<file path="src/rtl/mbus_int_generator.sv">
// MBus interrupt generator. This is the transmit side of the CLK-high / DATA-toggle
// interrupt. On a request it holds the bus clock high and toggles DATA in rise/fall
// pairs, then restores the bus clock level that was captured when the request was accepted.
// All bus outputs are registered, and CLK_OUT and DATA_OUT never change on the same edge.
module mbus_int_generator #(
  parameter int HALF_PERIOD = 4,  // system cycles per bus half-phase, >= 1
  parameter int NUM_PAIRS   = 3,  // DATA rise/fall pairs sent while CLK is high, >= 3
  parameter int CNT_W       = 8   // half-period counter width, 2**CNT_W > HALF_PERIOD
) (
  input  logic CLK,
  input  logic negp_reset,
  input  logic REQ,
  input  logic CLK_RESUME,
  output logic BUSY,
  output logic DONE,
  output logic CLK_OUT,
  output logic DATA_OUT
);

  // The edge counter indexes DATA levels inside TOG: 0 .. 2*NUM_PAIRS-1.
  localparam int                ECNT_W   = $clog2(2 * NUM_PAIRS + 1);
  localparam logic [CNT_W-1:0]  HLOAD    = CNT_W'(HALF_PERIOD - 1);
  localparam logic [ECNT_W-1:0] LAST_LVL = ECNT_W'(2 * NUM_PAIRS - 1);

  typedef enum logic [2:0] {
    S_IDLE,
    S_PREP,
    S_SETUP,
    S_TOG,
    S_RESTORE
  } state_t;

  state_t            state_q, state_d;
  logic [CNT_W-1:0]  hcnt_q, hcnt_d;
  logic [ECNT_W-1:0] ecnt_q, ecnt_d;
  logic              clk_resume_q, clk_resume_d;
  logic              busy_q, busy_d;
  logic              done_q, done_d;
  logic              clk_out_q, clk_out_d;
  logic              data_out_q, data_out_d;
  logic              step;

  // A state lasts one full half-period. It advances on the cycle the counter has run down to zero.
  assign step = (hcnt_q == '0);

  // Next-state and next-output logic. Each output is set on the edge that enters its
  // new state, so the bus pins come straight from flops.
  always_comb begin
    state_d      = state_q;
    hcnt_d       = hcnt_q;
    ecnt_d       = ecnt_q;
    clk_resume_d = clk_resume_q;
    busy_d       = busy_q;
    done_d       = 1'b0;
    clk_out_d    = clk_out_q;
    data_out_d   = data_out_q;

    case (state_q)
      S_IDLE: begin
        // The restore level was already placed on CLK_OUT when the sequence ended.
        // Entering PREP only drops DATA, so CLK keeps its current level for now.
        if (REQ) begin
          state_d      = S_PREP;
          hcnt_d       = HLOAD;
          clk_resume_d = CLK_RESUME;
          busy_d       = 1'b1;
          data_out_d   = 1'b0;
        end
      end

      S_PREP: begin
        // DATA has been low for a half-period. Raise CLK now, with DATA still stable.
        if (step) begin
          state_d   = S_SETUP;
          hcnt_d    = HLOAD;
          clk_out_d = 1'b1;
        end else begin
          hcnt_d = hcnt_q - CNT_W'(1);
        end
      end

      S_SETUP: begin
        // CLK has been high for a half-period. The first DATA rise starts the toggling.
        if (step) begin
          state_d    = S_TOG;
          hcnt_d     = HLOAD;
          ecnt_d     = '0;
          data_out_d = 1'b1;
        end else begin
          hcnt_d = hcnt_q - CNT_W'(1);
        end
      end

      S_TOG: begin
        // Each DATA level lasts a half-period. The last level is low, so leaving TOG
        // only has to move CLK.
        if (step) begin
          hcnt_d = HLOAD;
          if (ecnt_q == LAST_LVL) begin
            state_d   = S_RESTORE;
            ecnt_d    = '0;
            clk_out_d = clk_resume_q;
          end else begin
            ecnt_d     = ecnt_q + ECNT_W'(1);
            data_out_d = ~data_out_q;
          end
        end else begin
          hcnt_d = hcnt_q - CNT_W'(1);
        end
      end

      S_RESTORE: begin
        // CLK has settled at its restore level. Release DATA high and flag completion.
        if (step) begin
          state_d    = S_IDLE;
          hcnt_d     = '0;
          busy_d     = 1'b0;
          done_d     = 1'b1;
          data_out_d = 1'b1;
        end else begin
          hcnt_d = hcnt_q - CNT_W'(1);
        end
      end

      default: begin
        state_d    = S_IDLE;
        hcnt_d     = '0;
        ecnt_d     = '0;
        busy_d     = 1'b0;
        clk_out_d  = clk_resume_q;
        data_out_d = 1'b1;
      end
    endcase
  end

  // State, counters and registered bus outputs. Reset forces the idle bus levels
  // immediately, and normal operation resumes on the first clock edge after release.
  always_ff @(posedge CLK or posedge negp_reset) begin
    if (negp_reset) begin
      state_q      <= S_IDLE;
      hcnt_q       <= '0;
      ecnt_q       <= '0;
      clk_resume_q <= 1'b1;
      busy_q       <= 1'b0;
      done_q       <= 1'b0;
      clk_out_q    <= 1'b1;
      data_out_q   <= 1'b1;
    end else begin
      state_q      <= state_d;
      hcnt_q       <= hcnt_d;
      ecnt_q       <= ecnt_d;
      clk_resume_q <= clk_resume_d;
      busy_q       <= busy_d;
      done_q       <= done_d;
      clk_out_q    <= clk_out_d;
      data_out_q   <= data_out_d;
    end
  end

  assign BUSY     = busy_q;
  assign DONE     = done_q;
  assign CLK_OUT  = clk_out_q;
  assign DATA_OUT = data_out_q;

endmodule
</file>
<file path="config.mk">
export PLATFORM = sky130hd
export DESIGN_NAME = mbus_int_generator
export DESIGN_NICKNAME = d
export VERILOG_FILES = /design/src/rtl/mbus_int_generator.sv
export SDC_FILE = /design/constraint.sdc
export NUM_CORES = 1
export LEC_CHECK = 0
export ABC_AREA = 1
export CELL_PAD_IN_SITES_DETAIL_PLACEMENT = 1
export CELL_PAD_IN_SITES_GLOBAL_PLACEMENT = 1
export CORE_MARGIN = 2
export CORE_UTILIZATION = 30
export CTS_CLUSTER_SIZE = 12
export DETAILED_ROUTE_END_ITERATION = 10
export PLACE_DENSITY = 0.63
export SLEW_MARGIN = 20
export SYNTH_ARGS = -nofsm -noshare
export SYNTH_HDL_FRONTEND = slang
export SYNTH_SLANG_ARGS = --single-unit
</file>
<file path="constraint.sdc">
create_clock -name CLK -period 1.81 [get_ports CLK]
set_clock_uncertainty 0.15 [all_clocks]
set_input_delay 0.362 -clock CLK [delete_from_list [all_inputs] [get_ports CLK]]
set_output_delay 0.362 -clock CLK [all_outputs]
set_load 0.01 [all_outputs]
</file>
Word level (Yosys, flattened, before mapping)
Index checks and enable logic that the tools add are counted.
{ "word_totals": {"ff_bits": 19, "output_inout_bits": 4, "elab_cells": 67} }
{ "op_classes": {"n_addsub": 2, "n_eq_ne": 13, "mux": 27, "bitwise": 5, "n_reduce_logical": 12} }
{ "ops": {"columns": ["operator", "n"], "rows": [
  ["2-to-1 mux 3 bit", 8],
  ["2-to-1 mux 8 bit", 3],
  ["case mux 8 bit (3 select lines)", 1],
  ["case mux 3 bit (5 select lines)", 1],
  ["inequality test 2 bit (second input constant)", 7],
  ["2-to-1 mux 1 bit", 10],
  ["case mux 3 bit (3 select lines)", 1],
  ["OR reduction 3 bit", 3],
  ["logical NOT 8 bit", 1],
  ["subtractor 8 x 1 -> 8 bit (second input constant)", 1],
  ["equality test 3 x 2 -> 1 bit (second input constant)", 2],
  ["equality test 3 bit (second input constant)", 2],
  ["case mux 1 bit (3 select lines)", 2],
  ["AND reduction 3 bit", 2],
  ["AND reduction 6 bit", 1],
  ["inverter 1 bit", 5],
  ["AND reduction 5 bit", 1],
  ["case mux 1 bit (4 select lines)", 1],
  ["AND reduction 4 bit", 1],
  ["adder 3 x 1 -> 3 bit (second input constant)", 1],
  ["equality test 3 x 1 -> 1 bit (second input constant)", 1],
  ["logical NOT 3 bit", 1],
  ["inequality test 2 x 1 -> 1 bit (second input constant)", 1],
  ["AND reduction 2 bit", 1],
  ["OR reduction 2 bit", 1]
]} }

Depth between registers and ports, before layout
{ "logic_depth": {"ltp_word": 4, "mapped_depth": 9} }

Worst setup path after synthesis
Ideal clock, no wire load.
{ "synth_path": {"kind": "reg2reg", "startpoint": "register hcnt_q[0]", "endpoint": "register state_q[1]", "setup_ps": 117, "t_arrival_ps": 1178, "path_slack_ps": 365, "stages_incl_launch_ff": 10, "n_path_buf": 0, "synth_period_minus_slack_ps": 1445, "cell_sequence": "dfrtp_1 inv_1 ha_1 nand2_1 nor2_4 inv_2 nand2_4 nand3_2 nand2_1 nand2_1"} }
{ "synth_between": {"elab_chain_cells": 3, "word_cells_on_any_way": 6, "classes_between": "4 x eq/ne; 2 x reduce/logical"} }
{ "synth_lines": {"columns": ["item", "line", "text"], "rows": [
  ["start, declared", "34", "logic [CNT_W-1:0] hcnt_q, hcnt_d;"],
  ["start signal, assigned", "150", "hcnt_q <= hcnt_d;"],
  ["logical NOT 8 bit (*)", "44", "assign step = (hcnt_q == '0);"],
  ["inequality test 2 bit (no line)", null, null],
  ["AND reduction 6 bit (no line) (*)", null, null],
  ["end signal, assigned", "149", "state_q <= state_d;"],
  ["end, declared", "33", "state_t state_q, state_d;"]
]} }
Every way passes the cells marked *; elsewhere a longest branch is shown, timed or not.
A chain may end at the register's enable or synchronous reset.

Final worst setup path
{ "layout_path": {"startpoint": "register busy_q, in the netlist BUSY", "endpoint": "output port BUSY"} }
{ "layout_lines": {"columns": ["item", "line", "text"], "rows": [
  ["start, declared", "37", "logic busy_q, busy_d;"],
  ["start signal, assigned", "153", "busy_q <= busy_d;"],
  ["end, declared", "14", "output logic BUSY,"]
]} }
No word-level cell between the ends.

==> implementation parameters <==
Parameter                              Value

Run status
  Outcome ... completed

Power
  Leakage component of the power ... 0.0006734 uW
  Maximum resistive drop on vdd ... 0.5429 mV
  Overall power ... 2429 uW
  Areal power density over the cells ... 1770 nW/um^2

Clocking
  Max clock buf depth ... 2
  Clock transition time at the flip-flop clock pins of the worst setup and hold paths ... 0.08 ns
  Clock Latency Late Sink ... 0.26 ns
  CTS tree ... done
  Root buffer cell ... clkbuf_8
  H-tree depth ... 1
  Clock buffers created by TritonCTS ... 3
  Number of sinks on the clock net ... 19

Route
  Wire per inst ... 13.41 microns
  Residual DRC count ... 0
  Total wirelength of the detailed-routed design ... 2.976 mm
  Via density ... 4.766
  Number of routed nets with antenna violations ... 0
  Total via count in the routed design ... 1,058
  First DRT Iteration DRCs ... 20
  Detailed-routing iteration count for the pre-antenna-repair pass ... 4

Logic synthesis
  Area fraction of the dominant cell type after synthesis ... 33.61%
  Syn nets ... 169
  Average cell area after synthesis ... 7.308 sq um
  Cells after synthesis ... 163
  Sequential area share after synthesis ... 40.23%
  Synth Warn # ... 0
  Distinct cell type count of the synthesized netlist ... 26
  Top area cells in the synthesized netlist ... dfrtp_1, nand2_1, dfstp_2
  Flip-flop and latch count after synthesis ... 19
  Post-synthesis instance area ... 1191 sq um
  Biggest area consumer among synthesized cells ... dfrtp_1

Layout
  Most frequent cells in the layout ... nand2_1, nor2_1, inv_1
  Area added between synthesis and finish ... 15.23%
  Utilization after layout ... 36.66%
  Count of inserted antenna diode cells ... 0
  Layout cells sized above 1 ... 20.11%
  Final nets ... 181
  Most frequent standard cell in the layout excluding fill and tap cells ... nand2_1

Setup path
  Worst setup path startpoint ... BUSY
  Critical-path maximum fanout ... 2
  Required time of the critical path ... 1.30 ns
  Stage delay of the slowest cell on the critical path ... 0.53 ns
  Worst-path cell with the longest stage delay ... clkdlybuf4s50_1
  Crit path depth ... 1
  Number of cells traversed by the worst register-to-register path ... 7
  Crit path launch type ... flip-flop
  Series of cell instances along the critical path ... clkdlybuf4s50_1
  Number of buffer and inverter stages on the critical path ... 1
  Delay-heaviest family, CP ... buffers and inverters
  Critical path capture point type ... primary output
  Launch point of the worst reg-to-reg path ... state_q[2]
  Critical path start-end classification ... reg -> out
  Arrival time of data at the critical path endpoint ... 1.14 ns

Job
  Number of violations of the max-capacitance limit ... 0

Timing
  Count of final max-slew check failures ... 0
  Final min period ... 1.650 ns
  Peak clock frequency supported by timing ... 0.6062 GHz
  Headroom to the max-slew limit ... 74.89%
  Final-report setup violation count ... 0
  Setup ws final ... 0.1605 ns
  Fraction of the cycle the final worst path needs ... 91.13%
  Aggregate negative setup slack ... 0 ns
  Number of failing hold endpoints at the final stage ... 0
  RSZ-0062 raised after global routing ... false
  Slew of the pin with the lowest slew margin ... 0.3766 ns

Global route
  Total routing usage reported by global routing ... 15.77%
  Peak-usage layer in the global routing report ... met2
  First-pass GRT wire length ... 5.202 mm
  Vias in the first global route ... 1,110
  Met2 layer usage reported by global route ... 26.86%
  Global routing met1 resource utilization ... 20.06%
  Maximum number of pins on one net before global-route repair ... 20
  Total gr overflow ... 0
  Met3 capacity usage during global routing ... 3.041%
  Number of antenna violations at the first check in global routing ... 0

Min path
  Type of the worst min-delay path ... in -> async

Floorplanning
  DIE HEIGHT ... 67.01 microns
  Floorplan die area ... 4490 sq um
  Area of the placeable core ... 3744 sq um
  Width of the die ... 67.01 microns
  Row count ... 22
  Starting utilization of the core area ... 31.82%
  I/O Pins ... 8

Placement
  Weighted congestion at the end of routability-driven global placement ... 0.8565
  # port buffers ... 7
  Post-DP HPWL ... 2.300 mm
  Setup slack at placement ... 0.04282 ns
[state kept, by name, indices dropped and copies added, names as in the netlist]
signal and count:
hcnt_q 8, ecnt_q 3, state_q 3, BUSY 1, CLK_OUT 1, DATA_OUT 1
DONE 1, clk_resume_q 1
[cell usage after synthesis]
| cell | n |
|---|---|
| nand2_2 | 6 |
| nand3b_4 | 1 |
| a22oi_2 | 1 |
| ha_1 | 2 |
| buf_4 | 1 |
| dfstp_2 | 3 |
| o21ai_0 | 6 |
| o21ai_1 | 2 |
| nor2_1 | 19 |
| nor2_4 | 2 |
| nand4_1 | 4 |
| a22oi_1 | 1 |
| inv_2 | 5 |
| clkinv_1 | 2 |
| nand3_1 | 9 |
| nand2_4 | 1 |
| nor3_1 | 2 |
| a21oi_1 | 6 |
| o21bai_1 | 1 |
| nor2_2 | 6 |
| nand2_1 | 45 |
| o2bb2ai_1 | 1 |
| nor3_2 | 2 |
| dfrtp_1 | 16 |
| nand3_2 | 1 |
| inv_1 | 18 |
[timing repair]
action | 4_1_cts | 5_1_grt
cloned | 0 | 0
buffers inserted | 0 | 0
gates resized for setup | 2 | 3
hold buffers | 0 | 0
setup endpoints to repair | 2 | 2
[per-layer routing]
layer	vias to the layer above	routed length (microns)
met5	-	0
met4	0	23
met3	2	84
met2	12	1410
met1	509	1458
li1	535	-
[cell type report]
cell class / count / area [sq um]
clock buffer: 4 / 45.04
timing repair buffer: 8 / 75.07
sequential: 19 / 479.2
inverter: 25 / 93.84
multi-input combinational: 118 / 619.3
tap: 48 / 60.06
fill: 493 / 2371
[power breakdown]
part,total (uW),switching [uW],internal (uW)
clock,307,151,157
combinational,1350,877,472
sequential,772,157,615
[worst register-to-register path: stages (launching register included)]
cell	delay, ns
dfrtp_1	0.57
inv_1	0.16
nand2_1	0.13
clkinv_1	0.08
nor2_2	0.12
nor2_2	0.06
nor2_2	0.17
nor3_2	0.06
[stage by stage]
| stage | hold slack, ns | cells | instance area, sq um |
|---|---|---|---|
| floorplan | 0.1609 | 163 | 1191 |
| global placement | 0.3022 | 218 | 1321 |
| detailed placement | 0.3115 | 218 | 1321 |
| CTS | 0.2926 | 222 | 1364 |
| global route | 0.3049 | 222 | 1373 |
| finish | 0.2851 | 222 | 1373 |
[kinds of logic after synthesis]
kind of cell    after synthesis  share of synthesized area, %
simple gates                 98                         40.23
compound gates               18                         8.929
flops                        19                         40.23
buf+inv                      26                         8.509
fa+ha+maj                     2                         2.101
[path summary, 6_finish.rpt]
kind                       slack (ns)            to
hold / removal                   0.29     hcnt_q[6]
min in group CLK                 0.32       CLK_OUT
max in group asynchronous        0.95  clk_resume_q
setup reg to reg                 0.18     hcnt_q[3]
hold reg to reg                  0.32       CLK_OUT
setup / recovery                 0.16          BUSY
Note: power is estimated with default switching activity, not from simulation.
==> RTL change 1, RTL diff (same settings) <==
Remove the register `done_q`: a continuous assignment takes its place, so the output `DONE` follows one clock earlier.
--- a/src/rtl/mbus_int_generator.sv
+++ b/src/rtl/mbus_int_generator.sv
@@ -142,7 +142,6 @@
       ecnt_q       <= '0;
       clk_resume_q <= 1'b1;
       busy_q       <= 1'b0;
-      done_q       <= 1'b0;
       clk_out_q    <= 1'b1;
       data_out_q   <= 1'b1;
     end else begin
@@ -151,11 +150,12 @@
       ecnt_q       <= ecnt_d;
       clk_resume_q <= clk_resume_d;
       busy_q       <= busy_d;
-      done_q       <= done_d;
       clk_out_q    <= clk_out_d;
       data_out_q   <= data_out_d;
     end
   end
+
+  assign done_q = done_d;
 
   assign BUSY     = busy_q;
   assign DONE     = done_q;
Function: same outputs for any inputs over 10 cycles, from zero or initial values and one cycle with negp_reset high; that may be too few to reach the edited logic, so the function may still have changed.
==> RTL change 1 against the original RTL <==
- sequential cell count shrank 1
- final area grew 7.7%
- critical path depth grew 6
- combinational power grew 26%
- fmax shrank 4.8%
- non-clock buffer count grew 17
- core utilization grew 3.7 points
- wire length grew 2.7%
- worst setup slack lost 0.082 ns
- area after synthesis shrank 4.4%
- power grew 12%
- sequential share of layout area shrank 4.2 points
- critical path type unchanged
- highest routed layer unchanged
==> RTL change 1: results (changes against the original RTL) <==
status:
  status: "complete, no violations"  # unchanged
cells_and_area:
  fin_nets: 193  # was 181
  drive_gt1_share_pct: 27.42  # was 20.11%
  fillers: 482  # was 493
  diodes: 0  # unchanged
drt:
  wl_mm: 3.055  # was 2.976 mm
  drt_iter0_markers: 6  # was 20
  drc: 0  # unchanged
  vias: 1085  # was 1058
critical_path:
  r2r-end: "hcnt_q[7]$_DFFE_PP0P_"  # was hcnt_q[3]$_DFFE_PP0P_
  arrival_ns: 1.22  # was 1.14 ns
  critPathCapture: "DONE"  # was BUSY
  worstPathMaxFanout: 2  # unchanged
  critPathLaunch: "hcnt_q[0]$_DFFE_PP0P_"  # was BUSY$_DFFE_PP0P_
  r2r_start: "hcnt_q[0]$_DFFE_PP0P_"  # was state_q[2]$_DFFE_PP0P_
  rrSetupSlack_ns: 0.12  # was 0.18 ns
global_route:
  track_usage_pct: 16.30  # was 15.77%
  grt_max_degree: 19  # was 20
  grt_pass1_wl_mm: 5.409  # was 5.202 mm
  grt_pass1_vias: 1178  # was 1110
synth:
  async_flop_share_pct: 100.0  # unchanged
  ys_seq_area_share_pct: 39.89  # was 40.23%
  synthAdderAreaFrac_pct: 2.198  # was 2.101%
  synth_area_leaders: "dfrtp_1, nand2_1, nand3_1"  # was dfrtp_1, nand2_1, dfstp_2
  synth_common_cells: "nand2_1, inv_1, nor2_1, nand3_1, dfrtp_1"  # was nand2_1, nor2_1, inv_1, dfrtp_1, nand3_1
  synth.net_count: 163  # was 169
  synth-xor-area-share_pct: 3.077  # was 0%
  synth_compound_gate_area_share_pct: 7.473  # was 8.929%
  synthMuxAreaShare_pct: 0.9890  # was 0%
place:
  gp_congestion: 0.8011  # was 0.8565
  pre_cts_slack_ns: -0.1625  # was 0.04282 ns
  hpwl_mm: 2.457  # was 2.300 mm
  placed_cell_area_um2: 1404  # was 1321 um^2
pwr:
  swShare_pct: 45.81  # was 48.78%
  vdd_drop_max_v: 0.0007716  # was 0.0005429 V
  p_leak_nw: 0.7587  # was 0.6734 nW
sta:
  relSlewSlack_pct: 69.88  # was 74.89%
## RTL change 1: cell count changes after synthesis, moves of 2 or more
cell and change:
a21oi_1 -3, clkinv_1 -2, inv_1 +4, inv_2 -2, nand2_1 -6, nand2_2 -4
nand3_1 +9, nand4_1 -2, nor3_2 -2, o21ai_0 -2, o21ai_2 +2, xor2_1 +3
## RTL change 1: repair_timing
action,CTS,global route
gates resized for setup,8,9
hold endpoints to repair,0,0
setup endpoints to repair,3,3
hold buffers,0,0
## RTL change 1: metal layers
| layer | track usage [%] | share of wire, % | routed length (um) | vias up |
|---|---|---|---|---|
| met1 | 19.96 | 47 | 1433 | 521 |
| met3 | 2.055 | 1.5 | 45 | 2 |
| li1 | - | - | - | 553 |
| met5 | 0 | 0 | 0 | - |
| met4 | 3.125 | 0.39 | 12 | 0 |
| met2 | 30.48 | 51 | 1563 | 9 |
## RTL change 1: per-stage QoR
stage          utilization (%)  std cells
5_1_grt                  40.36        234
4_1_cts                  39.44        234
3_5_place_dp             38.35        230
6_report                 40.36        234
2_1_floorplan                -        157
3_3_place_gp             38.35        230
## RTL change 1: cell families (layout without fill, tap and decap cells)
group | after synthesis | in the layout
buf+inv | 25 | 54
fa+ha+maj | 2 | 2
compound gates | 14 | 14
mux | 1 | 1
flops | 18 | 18
xor+xnor | 4 | 4
simple gates | 93 | 93
## RTL change 1: final cells by class
| type | count | share of cell area, % |
|---|---|---|
| Multi-Input combinational cell | 114 | 42.00 |
| Sequential cell | 18 | 30.74 |
| Timing Repair Buffer | 25 | 13.80 |
| Inverter | 25 | 6.351 |
| Tap cell | 48 | 4.064 |
| Clock buffer | 4 | 3.048 |
## RTL change 1: how the worst min path moves through the flow
stage	to	slack, ns	from
after floorplan	BUSY$_DFFE_PP0P_	0.15	negp_reset
after global placement	CLK_OUT$_DFFE_PP1P_	0.30	CLK_OUT$_DFFE_PP1P_
after detailed placement	CLK_OUT$_DFFE_PP1P_	0.32	CLK_OUT$_DFFE_PP1P_
after CTS	hcnt_q[5]$_DFFE_PP0P_	0.29	negp_reset
after global routing	ecnt_q[1]$_DFFE_PP0P_	0.31	negp_reset
final	ecnt_q[1]$_DFFE_PP0P_	0.29	negp_reset
## RTL change 1: critical path, stage by stage (launching register included)
cell,delay (ns)
dfrtp_1,0.39
inv_2,0.08
ha_4,0.13
nand2_2,0.06
inv_2,0.07
nand2_4,0.06
nor2_4,0.09
buf_6,0.10
## RTL change 1: power groups by stage
stage	sequential, mW	combinational (mW)	clock [mW]
2_1_floorplan	0.777	1.00	0
3_3_place_gp	0.721	1.61	0
3_5_place_dp	0.734	1.69	0
4_1_cts	0.728	1.69	0.304
5_1_grt	0.752	1.96	0.320
6_report	0.728	1.70	0.293
==> RTL change 2, RTL diff (config.mk and constraints unchanged) <==
Made on the original files. Set the parameter `CNT_W` to 6 (it was 8).
--- a/src/rtl/mbus_int_generator.sv
+++ b/src/rtl/mbus_int_generator.sv
@@ -5,7 +5,7 @@
 module mbus_int_generator #(
   parameter int HALF_PERIOD = 4,  // system cycles per bus half-phase, >= 1
   parameter int NUM_PAIRS   = 3,  // DATA rise/fall pairs sent while CLK is high, >= 3
-  parameter int CNT_W       = 8   // half-period counter width, 2**CNT_W > HALF_PERIOD
+  parameter int CNT_W       = 6   // half-period counter width, 2**CNT_W > HALF_PERIOD
 ) (
   input  logic CLK,
   input  logic negp_reset,
Function: same outputs for any inputs over 10 cycles, from zero or initial values and one cycle with negp_reset high; that may be too few to reach the edited logic, so the function may still have changed.
==> RTL change 2 against the original RTL <==
- worst setup slack got worse by 0.066 ns
- sequential cell count decreased by 2
- area after synthesis decreased by 11%
- final area decreased by 11%
- wire length decreased by 24%
- sequential power decreased by 7.6%
- power decreased by 7.4%
- largest power group unchanged
==> RTL change 2: results (changes against the original RTL) <==
status:
  status: "complete, no violations"  # unchanged
critical_path:
  slowest_delay_ns: 0.53  # about the same
  critical_path.top_delay_family: "buffers and inverters"  # unchanged
  arrival_ns: 1.20  # was 1.14 ns
  cp_slowest_cell: "clkdlybuf4s50_1"  # unchanged
  worstPathMaxFanout: 2  # unchanged
place:
  io_buffers: 7  # unchanged
  hpwl_mm: 1.788  # was 2.300 mm
  gp_congestion: 0.7715  # was 0.8565
  pre_cts_slack_ns: 0.08166  # was 0.04282 ns
cells_and_area:
  diodes: 0  # unchanged
  drive_gt1_share_pct: 20.13  # was 20.11%
  largestRegisters: "hcnt_q (6), ecnt_q (3), state_q (3)"  # was hcnt_q (8), ecnt_q (3), state_q (3)
  fin_nets: 156  # was 181
synth:
  yosys_warnings: 0  # unchanged
  synthDistinctLibCells: 25  # was 26
  synth_area_leaders: "dfrtp_1, nand2_1, dfstp_2"  # unchanged
  ys_seq_area_share_pct: 40.50  # was 40.23%
  ys.flop_type: "dfrtp_1"  # unchanged
  synth.net_count: 144  # was 169
  synth_common_cells: "nand2_1, inv_1, dfrtp_1, nor2_1, a21oi_1"  # was nand2_1, nor2_1, inv_1, dfrtp_1, nand3_1
  async_flop_share_pct: 100.0  # unchanged
clock_network:
  cts.reportedPaths.clkPinSlew_ns: 0.11  # was 0.08 ns
  cts_buffers: 3  # unchanged
  h-tree-depth: 1  # unchanged
  ctsLongestPathBuffers: 2  # unchanged
  clock_latency_ns: 0.30  # was 0.26 ns
  cts-root-buf: "clkbuf_4"  # was clkbuf_8
pwr:
  p_leak_nw: 0.5863  # was 0.6734 nW
  vdd_drop_max_v: 0.0005990  # was 0.0005429 V
  swShare_pct: 49.78  # was 48.78%
global_route:
  track_usage_pct: 13.39  # was 15.77%
  grt_pass1_wl_mm: 4.284  # was 5.202 mm
  grt_max_degree: 18  # was 20
  grt_pass1_vias: 962  # was 1110
drt:
  drt_first_pass_iters: 6  # was 4
  vias: 905  # was 1058
  drt_iter0_markers: 16  # was 20
  wl_mm: 2.276  # was 2.976 mm
sta:
  relSlewSlack_pct: 69.14  # was 74.89%
worst_hold_path:
  hp-class: "in2async"  # unchanged
==> RTL change 2: path summary, 6_finish.rpt <==
path | start | end | slack, ns | depth (start not counted)
setup / recovery | BUSY$_DFFE_PP0P_ | BUSY | 0.09 | 1
hold / removal | negp_reset | DONE$_DFF_PP0_ | 0.23 | 3
setup reg to reg | hcnt_q[0]$_DFFE_PP0P_ | state_q[0]$_DFFE_PP0P_ | 0.19 | 7
hold reg to reg | DATA_OUT$_DFFE_PP1P_ | DATA_OUT$_DFFE_PP1P_ | 0.32 | 2
max in group asynchronous | negp_reset | CLK_OUT$_DFFE_PP1P_ | 1.02 | 3
min in group CLK | DATA_OUT$_DFFE_PP1P_ | DATA_OUT$_DFFE_PP1P_ | 0.32 | 2
==> RTL change 2: routing by layer <==
layer  routed length [um]  part of all wire, %  up-vias  track usage [%]
met5                    0                    0        -                0
met4                   10                 0.44        0            3.261
met3                   57                  2.5        2            3.750
met2                 1103                   48        6            23.29
met1                 1104                   49      429            16.26
li1                     -                    -      468                -
==> RTL change 2: cell type report <==
class	count	area [um^2]
Fill cell	427	2145
Multi-Input combinational cell	100	555.5
Sequential cell	17	429.2
Timing Repair Buffer	8	75.07
Inverter	20	75.07
Tap cell	46	57.56
Clock buffer	4	26.28
==> RTL change 2: logic make-up (layout without fill, tap and decap cells) <==
| family | Yosys count | after routing | share of synthesized area [%] |
|---|---|---|---|
| AND/OR/NAND/NOR | 79 | 79 | 36.72 |
| AO/OA/AOI/OAI | 19 | 19 | 12.28 |
| buffers and inverters | 21 | 32 | 8.146 |
| adder cells (fa/ha/maj) | 2 | 2 | 2.361 |
| flip-flops | 17 | 17 | 40.50 |
==> RTL change 2: timing repair <==
action | 4_1_cts | 5_1_grt
endpoints found under the setup margin | 2 | 6
buffers inserted | 0 | 0
hold endpoints to repair | 0 | 0
resized for setup | 2 | 2
==> RTL change 2: metrics by stage <==
stage	std cells	hold WS [ns]	area, um^2	total power [mW]
finish	195	0.2267	1219	2.250
CTS	195	0.2260	1207	2.266
detailed placement	191	0.3143	1184	2.053
global route	195	0.2634	1219	2.506
floorplan	138	0.1359	1060	1.743
global placement	191	0.3099	1184	2.018
==> RTL change 2: power by group through the flow <==
stage	registers, mW	logic (mW)	clock network, mW
CTS	0.717	1.32	0.233
floorplan	0.704	1.04	0
finish	0.713	1.32	0.219
global route	0.742	1.51	0.249
global placement	0.716	1.30	0
detailed placement	0.725	1.33	0
